## config.mk

```make
export PLATFORM = sky130hd
export DESIGN_NAME = modbus_crc_frame_ctrl
export DESIGN_NICKNAME = d
export VERILOG_FILES = /design/src/rtl/modbus_frame_pkg.sv /design/src/rtl/modbus_crc_frame_ctrl_gap_timer.sv /design/src/rtl/modbus_crc_frame_ctrl.sv
export SDC_FILE = /design/constraint.sdc
export NUM_CORES = 1
export LEC_CHECK = 0
export ABC_AREA = 0
export CAP_MARGIN = 20
export CORE_ASPECT_RATIO = 0.7
export CORE_MARGIN = 2
export CORE_UTILIZATION = 45
export CTS_CLUSTER_SIZE = 20
export DETAILED_ROUTE_END_ITERATION = 8
export HOLD_SLACK_MARGIN = 0.05
export PLACE_DENSITY = 0.74
export SYNTH_ARGS = -nofsm -noshare
export SYNTH_HDL_FRONTEND = slang
export SYNTH_SLANG_ARGS = --single-unit
```

## constraint.sdc

```tcl
create_clock -name clk -period 4.8 [get_ports clk]
set_input_delay 0.48 -clock clk [delete_from_list [all_inputs] [get_ports clk]]
set_output_delay 0.48 -clock clk [all_outputs]
set_load 0.05 [all_outputs]
```

## src/rtl/modbus_frame_pkg.sv

```systemverilog
// ---------------------------------------------------------------------------
// modbus_frame_pkg
// Shared definitions for the Modbus-RTU CRC frame controller.
//   state_e         : frame sequencer states
//   MIN_LEN_DEFAULT : shortest legal frame (address + function + 2 CRC bytes)
//   BCAST_ADDR      : Modbus broadcast slave address
//   LEN_W           : width of the frame length counter / frame_len output
// Optional build macro used by the importing top: MODBUS_ADDR_FILTER_EN
// ---------------------------------------------------------------------------
package modbus_frame_pkg;

    typedef enum logic [2:0] {
        ST_IDLE,
        ST_LOAD,
        ST_WAIT,
        ST_RECV,
        ST_EVAL,
        ST_DONE
    } state_e;

    localparam int         MIN_LEN_DEFAULT = 4;
    localparam logic [7:0] BCAST_ADDR      = 8'h00;
    localparam int         LEN_W           = 9;

endpackage

```

## src/rtl/modbus_crc_frame_ctrl_gap_timer.sv

```systemverilog
// ---------------------------------------------------------------------------
// gap_timer
// Inter-character silence timer. Cleared by every received byte, otherwise
// counts up and saturates at GAP_CLKS; gap_hit_o is high while saturated.
// Ports:
//   clk_i, rst_i (async, active-high)
//   clear_i   : restart the count (rx_valid)
//   gap_hit_o : count == GAP_CLKS
// ---------------------------------------------------------------------------
module gap_timer #(
    parameter int GAP_CLKS = 16709
) (
    input  logic clk_i,
    input  logic rst_i,
    input  logic clear_i,
    output logic gap_hit_o
);

    localparam int               CNT_W   = $clog2(GAP_CLKS + 1);
    localparam logic [CNT_W-1:0] GAP_VAL = CNT_W'(GAP_CLKS);

    logic [CNT_W-1:0] cnt_q;
    logic [CNT_W-1:0] cnt_d;

    always_comb begin
        cnt_d = cnt_q;
        if (clear_i) begin
            cnt_d = '0;
        end else if (cnt_q != GAP_VAL) begin
            cnt_d = cnt_q + CNT_W'(1);
        end
    end

    always_ff @(posedge clk_i or posedge rst_i) begin
        if (rst_i) begin
            cnt_q <= '0;
        end else begin
            cnt_q <= cnt_d;
        end
    end

    assign gap_hit_o = (cnt_q == GAP_VAL);

endmodule

```

## src/rtl/modbus_crc_frame_ctrl.sv

```systemverilog
// ---------------------------------------------------------------------------
// modbus_crc_frame_ctrl
// Paces received Modbus-RTU bytes into a bit-serial CRC-16 engine, detects
// frame end from inter-character silence and reports the frame verdict.
// Ports:
//   clk, rst (async, active-high)
//   rx_valid, rx_data      : byte strobe from the UART receiver
//   crc_load, crc_byte     : one-cycle load into the CRC engine
//   crc_init               : re-initialise engine (asserted while idle)
//   crc_zero               : engine residue is zero
//   frame_done             : one-cycle pulse, result outputs valid
//   frame_ok, frame_len, err_overrun, err_short, err_long : last frame result
//   busy                   : frame in progress
// Optional build macro MODBUS_ADDR_FILTER_EN adds my_addr (input) and
// err_addr (output); the first byte must then match my_addr or broadcast.
// ---------------------------------------------------------------------------
module modbus_crc_frame_ctrl
    import modbus_frame_pkg::*;
#(
    parameter int GAP_CLKS = 16709,
    parameter int CRC_CLKS = 17,
    parameter int MAX_LEN  = 256,
    parameter int MIN_LEN  = MIN_LEN_DEFAULT
) (
    input  logic             clk,
    input  logic             rst,
    input  logic             rx_valid,
    input  logic [7:0]       rx_data,
    output logic             crc_load,
    output logic [7:0]       crc_byte,
    output logic             crc_init,
    input  logic             crc_zero,
    output logic             frame_done,
    output logic             frame_ok,
    output logic [LEN_W-1:0] frame_len,
    output logic             err_overrun,
    output logic             err_short,
    output logic             err_long,
`ifdef MODBUS_ADDR_FILTER_EN
    input  logic [7:0]       my_addr,
    output logic             err_addr,
`endif
    output logic             busy
);

    localparam int WAIT_W = $clog2(CRC_CLKS + 1);

    state_e            state_q, state_d;
    logic [7:0]        hold_q, hold_d;
    logic              hold_full_q, hold_full_d;
    logic [LEN_W-1:0]  len_q, len_d;
    logic              ovr_q, ovr_d;
    logic              long_q, long_d;
    logic [WAIT_W-1:0] wait_q, wait_d;
    logic [LEN_W-1:0]  res_len_q, res_len_d;
    logic              res_ok_q, res_ok_d;
    logic              res_short_q, res_short_d;
    logic              res_long_q, res_long_d;
    logic              res_ovr_q, res_ovr_d;
    logic              gap_hit;
    logic              len_room;
    logic              short_now;
    logic              addr_ok;
`ifdef MODBUS_ADDR_FILTER_EN
    logic [7:0]        addr_q, addr_d;
    logic              res_addr_q, res_addr_d;
`endif

    gap_timer #(
        .GAP_CLKS (GAP_CLKS)
    ) u_gap_timer (
        .clk_i     (clk),
        .rst_i     (rst),
        .clear_i   (rx_valid),
        .gap_hit_o (gap_hit)
    );

    assign len_room  = (len_q < LEN_W'(MAX_LEN));
    assign short_now = (len_q < LEN_W'(MIN_LEN));
`ifdef MODBUS_ADDR_FILTER_EN
    assign addr_ok   = (addr_q == my_addr) || (addr_q == BCAST_ADDR);
`else
    assign addr_ok   = 1'b1;
`endif

    // FSM state register
    always_ff @(posedge clk or posedge rst) begin
        if (rst) begin
            state_q <= ST_IDLE;
        end else begin
            state_q <= state_d;
        end
    end

    // FSM next state
    always_comb begin
        state_d = state_q;
        unique case (state_q)
            ST_IDLE: if (hold_full_q) state_d = ST_LOAD;
            ST_LOAD: state_d = ST_WAIT;
            ST_WAIT: if (wait_q == WAIT_W'(CRC_CLKS - 1)) state_d = ST_RECV;
            ST_RECV: begin
                // A byte landing on the gap_hit cycle keeps the frame open.
                if (hold_full_q) begin
                    state_d = ST_LOAD;
                end else if (gap_hit && !rx_valid) begin
                    state_d = ST_EVAL;
                end
            end
            ST_EVAL: state_d = ST_DONE;
            ST_DONE: state_d = ST_IDLE;
            default: state_d = ST_IDLE;
        endcase
    end

    // FSM outputs
    always_comb begin
        crc_init   = (state_q == ST_IDLE);
        crc_load   = (state_q == ST_LOAD) && len_room;
        frame_done = (state_q == ST_DONE);
        busy       = (state_q != ST_IDLE) && (state_q != ST_DONE);
    end

    // Holding register, frame counters and result capture
    always_comb begin
        hold_d      = hold_q;
        hold_full_d = hold_full_q;
        len_d       = len_q;
        ovr_d       = ovr_q;
        long_d      = long_q;
        wait_d      = wait_q;
        res_len_d   = res_len_q;
        res_ok_d    = res_ok_q;
        res_short_d = res_short_q;
        res_long_d  = res_long_q;
        res_ovr_d   = res_ovr_q;
`ifdef MODBUS_ADDR_FILTER_EN
        addr_d      = addr_q;
        res_addr_d  = res_addr_q;
`endif
        unique case (state_q)
            ST_IDLE: begin
                if (hold_full_q) begin
                    len_d  = '0;
                    ovr_d  = 1'b0;
                    long_d = 1'b0;
                end
            end
            ST_LOAD: begin
                hold_full_d = 1'b0;
                wait_d      = '0;
                if (len_room) begin
                    len_d = len_q + LEN_W'(1);
                end else begin
                    long_d = 1'b1;
                end
`ifdef MODBUS_ADDR_FILTER_EN
                if (len_q == '0) addr_d = hold_q;
`endif
            end
            ST_WAIT: wait_d = wait_q + WAIT_W'(1);
            ST_EVAL: begin
                res_len_d   = len_q;
                res_short_d = short_now;
                res_long_d  = long_q;
                res_ovr_d   = ovr_q;
                res_ok_d    = crc_zero && !short_now && !long_q && !ovr_q && addr_ok;
`ifdef MODBUS_ADDR_FILTER_EN
                res_addr_d  = !addr_ok;
`endif
            end
            default: ;
        endcase
        // Applied after the IDLE clear so a drop on the frame's first cycle sticks.
        if (rx_valid) begin
            if (hold_full_q) begin
                ovr_d = 1'b1;
            end else begin
                hold_d      = rx_data;
                hold_full_d = 1'b1;
            end
        end
    end

    always_ff @(posedge clk or posedge rst) begin
        if (rst) begin
            hold_q      <= '0;
            hold_full_q <= 1'b0;
            len_q       <= '0;
            ovr_q       <= 1'b0;
            long_q      <= 1'b0;
            wait_q      <= '0;
            res_len_q   <= '0;
            res_ok_q    <= 1'b0;
            res_short_q <= 1'b0;
            res_long_q  <= 1'b0;
            res_ovr_q   <= 1'b0;
`ifdef MODBUS_ADDR_FILTER_EN
            addr_q      <= '0;
            res_addr_q  <= 1'b0;
`endif
        end else begin
            hold_q      <= hold_d;
            hold_full_q <= hold_full_d;
            len_q       <= len_d;
            ovr_q       <= ovr_d;
            long_q      <= long_d;
            wait_q      <= wait_d;
            res_len_q   <= res_len_d;
            res_ok_q    <= res_ok_d;
            res_short_q <= res_short_d;
            res_long_q  <= res_long_d;
            res_ovr_q   <= res_ovr_d;
`ifdef MODBUS_ADDR_FILTER_EN
            addr_q      <= addr_d;
            res_addr_q  <= res_addr_d;
`endif
        end
    end

    assign crc_byte    = hold_q;
    assign frame_len   = res_len_q;
    assign frame_ok    = res_ok_q;
    assign err_short   = res_short_q;
    assign err_long    = res_long_q;
    assign err_overrun = res_ovr_q;
`ifdef MODBUS_ADDR_FILTER_EN
    assign err_addr    = res_addr_q;
`endif

endmodule

```

# Word level (Yosys, flattened, before mapping)
# Index checks and enable logic that the tools add are counted.
# Widths: inputs -> output; s select.
# word_totals
register_bits	56
latch_bits	0
mem_bits_rw	0
romBits	0
inputBits	12
output_inout_bits	25
wordCells	73
memories	0
# op_classes
add_sub_neg	3
mul	0
div	0
magnitude_cmp	2
n_eq_ne	14
n_shift	0
muxes	21
bitwise_logic	1
n_reduce_logical	19
# op_table
cell	n
$mux 15	2
$mux 9	2
$pmux 9 s2	1
$add 15x1->15 const B	1
$eq 15x15->1 const B	1
$ne 15x15->1 const B	1
$pmux 3 s5	1
$mux 3	4
$pmux 5 s2	1
$add 9x1->9 const B	1
$lt 9x3->1 const B	1
$lt 9x9->1 const B	1
$mux 1	9
$reduce_and 3->1	3
$eq 3x2->1 const B	2
$eq 3x3->1 const B	2
$logic_and 1x1->1	6
$ne 2x2->1 const B	3
$ne 3x3->1 const B	2
$reduce_bool 2->1	3
$add 5x1->5 const B	1
$eq 5x5->1 const B	1
$logic_not 1->1	4
$eq 3x1->1 const B	1
other kinds (6)	6

# Longest topological paths before layout
# Gate-level depths: netlist (run 1).
# logic_depth
ltp_word	5
depth_mapped	6
depth_no_buf	6

# Hierarchy
# Synthesis (run 1) repeated with hierarchy kept, for this count alone.
# unflattened
hier_cells	256
area_unflattened_um2	2753.9
# modules_own_cells
mod	instances	cells_per_inst	area_each_um2	seq_area_each_um2
modbus_crc_frame_ctrl	1	158	1853.0	1026.0
gap_timer	1	98	900.9	375.4

# Worst setup path after synthesis (run 1)
# No wires, ideal clock.
# synth_timing
path_kind	reg-to-output
from	register state_q[1]
to	output busy
arrival_ps	2281
path_slack_ps	2039
path_stages_with_launch	4
path_buffers	1
cell_sequence	dfrtp_1 -> buf_2 -> nor3_1 -> nor2_1
# synth_via
elab_chain_len	2
elab_cells_between_ends	3
cone_classes	1 x eq/ne; 2 x reduce/logical
# synth_lines
item	line_no	source
start: declaration	modbus_crc_frame_ctrl.sv:48	state_e state_q, state_d;
start signal: assignment	modbus_crc_frame_ctrl.sv:91	state_q <= state_d;
$ne 3x3->1 / $reduce_bool 3->1 (equally long branches)	modbus_crc_frame_ctrl.sv:121	busy = (state_q != ST_IDLE) && (state_q != ST_DONE);
$logic_and 1x1->1 *	modbus_crc_frame_ctrl.sv:121	
end: declaration	modbus_crc_frame_ctrl.sv:43	output logic busy
# Mark *: on every way between the ends. The rest lies on a longest branch, timed or not.

# Final worst setup path (run 1)
# layout_timing
from	register state_q[0]
to	output crc_load
# layout_via
elab_chain_len	2
# layout_lines
item	line_no	source
$eq 3x1->1	modbus_crc_frame_ctrl.sv:119	crc_load = (state_q == ST_LOAD) && len_room;
$logic_and 1x1->1	modbus_crc_frame_ctrl.sv:119	
end: declaration	modbus_crc_frame_ctrl.sv:29	output logic crc_load,
# No other way between the ends.

==> qor.csv, run 1 <==
metric,value,unit
first-pass GRT wire length,8.38,mm
post-synthesis async set-or-reset flop share,1.00,
Post-synth EDFFs,0,
r2r worst-path depth,3,
critical path class,flop to output pin,
Power Density,459,nW/um^2
die area,6610,sq um
yosys warns,0,
I/O Pins,37,
CTS tree,yes,
ys flop type,dfrtp_1,
htree depth,2,
most common cell in the netlist,dfrtp_1,
Yosys top cell by area,dfrtp_1,
number of distinct library cells after synthesis,43,
Clock Skews,8.78,ps
final hold vios,0,
ANT cells,0,
I/O Buffers,36,
fillers,520,
Layout area overhead,18.4,%
max_cap viols,0,
flop-to-flop setup slack,2890,ps
hpwl dp,3.57,mm
CP arrival,2500,ps
Worst Hold Launch,err_short$_DFFE_PP0P_,
Final ANT Viol Nets,0,
die height,68.6,microns
Routed WL,5.10,mm
vias in the first global route,1799,
Setup-failing EPs final,0,
initial antenna violation count,0,
Mapped Cells,250,
worst skew pair latency,310,ps
drt first-iter violations,113,
r2r endpoint,err_overrun$_DFFE_PP0P_,
routed len/inst,14.2,microns
Max VDD drop,297,uV
register area,1400,sq um
Die Wd,96.3,microns
CP startpoint,state_q[0]$_DFFE_PP0P_,
outcome,"complete, no violations",
RD Place Congestion,0.789,
leading cell types by count after synthesis,"dfrtp_1, nand2_1, nor2_1",
slew margin rel.,0.455,
largest net degree at the start of global routing,57,
setup TNS,0,ps
Fin Hold WS,485,ps
Total GRT Usage,0.165,
Seq cells post-synth,56,
R2R Path Start,state_q[0]$_DFFE_PP0P_,
Mapped Area,2690,sq um
Hold Crit Class,flop to flop,
unrepaired setup endpoints after global routing,no,
register area share after synthesis,0.522,
cell count after placement,350,
crit-path max FO,22,
Worst Setup End Kind,output pin,
area of the core,5760,sq um
clock-pin slew on the worst setup and hold paths,100,ps
NumNets Final,299,
detailed-route via count,1960,
synthesized area per cell,10.7,sq um
clk sinks,56,
clk buf depth,2,
synth top area cells,"dfrtp_1, mux2_2, nand2_1",
Detailed Routing Iterations Pass 1,4,
CTS root buffer,clkbuf_8,
Final min period,2980,ps
top cell type's share of synthesized area,0.522,
Max Freq,336,MHz
Initial Util,0.467,
DRC viols,0,
actual slew at the worst max-slew pin,815,ps
Post-Syn Nets,267,
Pleak,0.00139,uW
startpoint types,flop,
max-slew violations,0,
"Setup Fix Bufs, Post-CTS",0,
"Hold-fix buffers, CTS",0,
CTS buffer count,5,
layout cells sized above 1,0.124,
CP required,4320,ps
CTS resizes,0,
worst setup path end,crc_load,
Post-Layout Cell Count,358,
multi-input logic area,1190,sq um
grt ovf,0,
Placement Rows,23,
Via density,5.47,
period utilisation layout,0.621,
## cell type report
type | instances | area share
well taps | 75 | 0.0295
repair buffers | 37 | 0.116
inverters | 9 | 0.0106
multi-input cells | 173 | 0.374
clock buffers | 6 | 0.0260
clock inverters | 2 | 0.00315
flip-flops and latches | 56 | 0.441
## worst min-delay path by stage
stage	to	depth (start not counted)
2_1_floorplan	wait_q[4]$_DFFE_PP0P_	1
3_3_place_gp	err_short$_DFFE_PP0P_	2
3_5_place_dp	err_short$_DFFE_PP0P_	2
4_1_cts	wait_q[4]$_DFFE_PP0P_	1
5_1_grt	wait_q[4]$_DFFE_PP0P_	1
6_report	err_short$_DFFE_PP0P_	2
## critical path, cell delays in order, from the launching register on
cell and delay [ps]:
dfrtp_1 720, or3b_1 480, nor2_1 160, clkdlybuf4s50_1 820
## registers in the layout, summed over array words and instances, names as in the netlist, 3 cells and up, named ones only
register,count
u_gap_timer.cnt_q,15
frame_len,9
len_q,9
crc_byte,8
wait_q,5
state_q,3
## metal layers
layer / routed length, microns / share of wire / global-route usage
met5: 0 / 0 / 0
met1: 2630 / 0.52 / 0.248
met3: 213 / 0.042 / 0.0359
met4: 25 / 0.0049 / 0.0458
met2: 2230 / 0.44 / 0.240
## stage by stage
step                      area, sq um  setup slack, ps  total power (uW)   util
after global placement           3090             2200              1190  0.536
after detailed placement         3090             2140              1210  0.536
after CTS                        3180             1790              1480  0.552
after floorplan                  2690             2040              1040      -
after global routing             3180             1690              1550  0.552
final                            3180             1820              1460  0.552
## power by group
part | internal (uW) | switching, uW | leakage, uW
sequential | 546 | 98.4 | 0.000747
clock | 116 | 147 | 0.0000510
combinational | 210 | 340 | 0.000595
## cell usage in the layout, fill, tap and decap left out, drive strengths merged, types with 3 or more instances in the layout
cell type      instances
clkdlybuf4s50         36
inv                    9
mux2i                  4
clkbuf                 6
and3                   3
nor2b                  4
ha                     5
o211ai                 3
nand3                  5
xor2                   4
nor3                   6
a22o                   5
o21ai                 13
dfrtp                 56
xnor2                  9
a21oi                 11
nand4                  7
or3                    3
mux2                  17
nor4                   5
nor2                  21
nor4b                  4
nand2                 22
## logic make-up (layout without fill, tap and decap cells)
kind of cell	Yosys count	after routing	share of synthesized area
simple gates	92	92	0.185
flops	56	56	0.522
compound gates	42	42	0.106
mux	21	21	0.0862
buf+inv	21	54	0.0349
xor+xnor	13	13	0.0424
fa+ha+maj	5	5	0.0233
Power figures use the tool's default switching activity.
==> inputs of run 2 (changes only) <==
--- a/config.mk
+++ b/config.mk
@@ -13,7 +13,7 @@
 export CTS_CLUSTER_SIZE = 20
 export DETAILED_ROUTE_END_ITERATION = 8
 export HOLD_SLACK_MARGIN = 0.05
-export PLACE_DENSITY = 0.74
+export PLACE_DENSITY = 0.76
 export SYNTH_ARGS = -nofsm -noshare
 export SYNTH_HDL_FRONTEND = slang
 export SYNTH_SLANG_ARGS = --single-unit
==> constraint.sdc (replaced) <==
create_clock -name clk -period 2.6 [get_ports clk]
set_input_delay 0.26 -clock clk [delete_from_list [all_inputs] [get_ports clk]]
set_output_delay 0.26 -clock clk [all_outputs]
set_load 0.05 [all_outputs]
==> run 2 against run 1 <==
- critical endpoint is now busy
- clock skew about the same
- cell count rose by 0.84%
- first-iteration DRC count is 13% higher
- power up 91%
- non-clock buffer count rose by 3
- final area up 1.5%
- register-to-register slack lost 2200 ps
- critical path type unchanged
- combinational power increased by 94%
- wire length about the same
- worst setup slack worse by 1600 ps
==> qor.csv, run 2 (synthesized netlist as in run 1, its figures left out) <==
metric,value,unit,change
outcome,"complete, no violations",,unchanged
Setup-failing EPs final,0,,unchanged
grt ovf,0,,unchanged
Final ANT Viol Nets,0,,unchanged
Power Density,865,nW/um^2,was 459 nW/um^2
NumNets Final,302,,was 299
Routed WL,5.10,mm,about the same
Placed Area,3120,sq um,was 3090 sq um
I/O Buffers,36,,unchanged
"Hold-fix buffers, CTS",0,,unchanged
Max Freq,421,MHz,
clk buf depth,2,,unchanged
clk sinks,56,,unchanged
unrepaired setup endpoints after global routing,no,,unchanged
Via density,5.35,,was 5.47
CP arrival,2110,ps,was 2500 ps
"most common cell after layout, fill and taps aside",dfrtp_1,,unchanged
CP required,2340,ps,was 4320 ps
most frequent cells in the layout,"dfrtp_1, clkdlybuf4s50_1, nand2_1",,unchanged
max reg flops,15,,unchanged
actual slew at the worst max-slew pin,665,ps,was 815 ps
CP cell instances,buf_4 > and3_1 > nor2_1 > clkdlybuf4s50_1,,was or3b_1 > nor2_1 > clkdlybuf4s50_1
CTS resizes,0,,unchanged
worst skew pair latency,310,ps,about the same
hpwl dp,3.51,mm,was 3.57 mm
CTS buffer count,5,,unchanged
"Setup Fix Bufs, Post-CTS",0,,unchanged
Layout area overhead,20.2,%,was 18.4%
setup TNS,0,ps,unchanged
drt first-iter violations,128,,was 113
CTS tree,yes,,unchanged
CTS root buffer,clkbuf_8,,unchanged
Clock Skews,8.74,ps,was 8.78 ps
Detailed Routing Iterations Pass 1,4,,unchanged
area of the core,5760,sq um,unchanged
period utilisation layout,0.913,,
Placement Rows,23,,unchanged
Worst path max stage delay,800,ps,was 820 ps
ANT cells,0,,unchanged
I/O Pins,37,,unchanged
die height,68.6,microns,unchanged
crit-path max FO,13,,was 22
Initial Util,0.467,,unchanged
largest net degree at the start of global routing,57,,unchanged
layout cells sized above 1,0.133,,was 0.124
detailed-route via count,1931,,was 1960
max-slew violations,0,,unchanged
vias in the first global route,1765,,was 1799
Hold Crit Class,input pin to asynchronous set/reset pin,,was flop to flop
max_cap viols,0,,unchanged
Total GRT Usage,0.169,,was 0.165
Reg with most FFs,u_gap_timer.cnt_q,,unchanged
Pleak,0.00142,uW,was 0.00139 uW
routed len/inst,14.1,microns,was 14.2 microns
Worst Setup End Kind,output pin,,unchanged
Final min period,2370,ps,
first-pass GRT wire length,8.47,mm,was 8.38 mm
clock-pin slew on the worst setup and hold paths,100,ps,about the same
slew margin rel.,0.555,,was 0.455
initial antenna violation count,0,,unchanged
critical path class,flop to output pin,,unchanged
Die Wd,96.3,microns,unchanged
DRC viols,0,,unchanged
final hold vios,0,,unchanged
htree depth,2,,unchanged
crit path max-delay cell type,clkdlybuf4s50_1,,unchanged
die area,6610,sq um,unchanged
startpoint types,flop,,unchanged
post-route design area,3230,sq um,was 3180 sq um
RD Place Congestion,0.786,,was 0.789
Max VDD drop,584,uV,was 297 uV
-- run 2: power breakdown --
group / switching [uW] / total [uW] / internal, uW
clock network: 273 / 560 / 286
registers: 156 / 1160 / 1010
logic: 663 / 1070 / 402
total: 1090 / 2790 / 1700
-- run 2: metrics by stage --
stage                     setup slack (ps)  power, uW  hold slack [ps]  utilization  std cells
after floorplan                       58.9       1920              412            -        250
after global placement                 594       2220              461        0.542        353
after detailed placement               570       2240              477        0.542        353
after CTS                              217       2810              327        0.561        361
after global routing                   150       2960              344        0.561        361
final                                  227       2790              315        0.561        361
-- run 2: path summary, 6_finish.rpt --
kind                                          start                                to  slack [ps]  cells past startpoint
setup / recovery             state_q[0]$_DFFE_PP0P_                              busy         230                      4
hold / removal                                  rst              frame_ok$_DFFE_PP0P_         320                      3
setup reg to reg             state_q[0]$_DFFE_PP0P_              frame_ok$_DFFE_PP0P_         710                      5
hold reg to reg            frame_len[8]$_DFFE_PP0P_          frame_len[8]$_DFFE_PP0P_         490                      2
max in group asynchronous                       rst  u_gap_timer.cnt_q[3]$_DFFE_PP0P_        2040                      3
min in group clk           frame_len[8]$_DFFE_PP0P_          frame_len[8]$_DFFE_PP0P_         490                      2
-- run 2: metal layers --
| layer | share of wire | vias up | track usage |
|---|---|---|---|
| li1 | - | 951 | - |
| met1 | 0.51 | 928 | 0.255 |
| met2 | 0.44 | 45 | 0.235 |
| met3 | 0.043 | 7 | 0.0348 |
| met4 | 0.013 | 0 | 0.0669 |
| met5 | 0 | - | 0 |
-- run 2: critical path, delay by kind of cell, from the launching register on --
kind                   cells  cell delay [ps]
flip-flops                 1              480
AND/OR/NAND/NOR            2              290
buffers and inverters      2             1020
-- run 2: layout make-up --
type / instances / area [sq um]
Fill cell: 507 / 2530
Clock buffer: 6 / 72.6
Sequential cell: 56 / 1400
Inverter: 9 / 33.8
Timing Repair Buffer: 40 / 400
Tap cell: 75 / 93.8
Multi-Input combinational cell: 173 / 1190
Clock inverter: 2 / 35.0
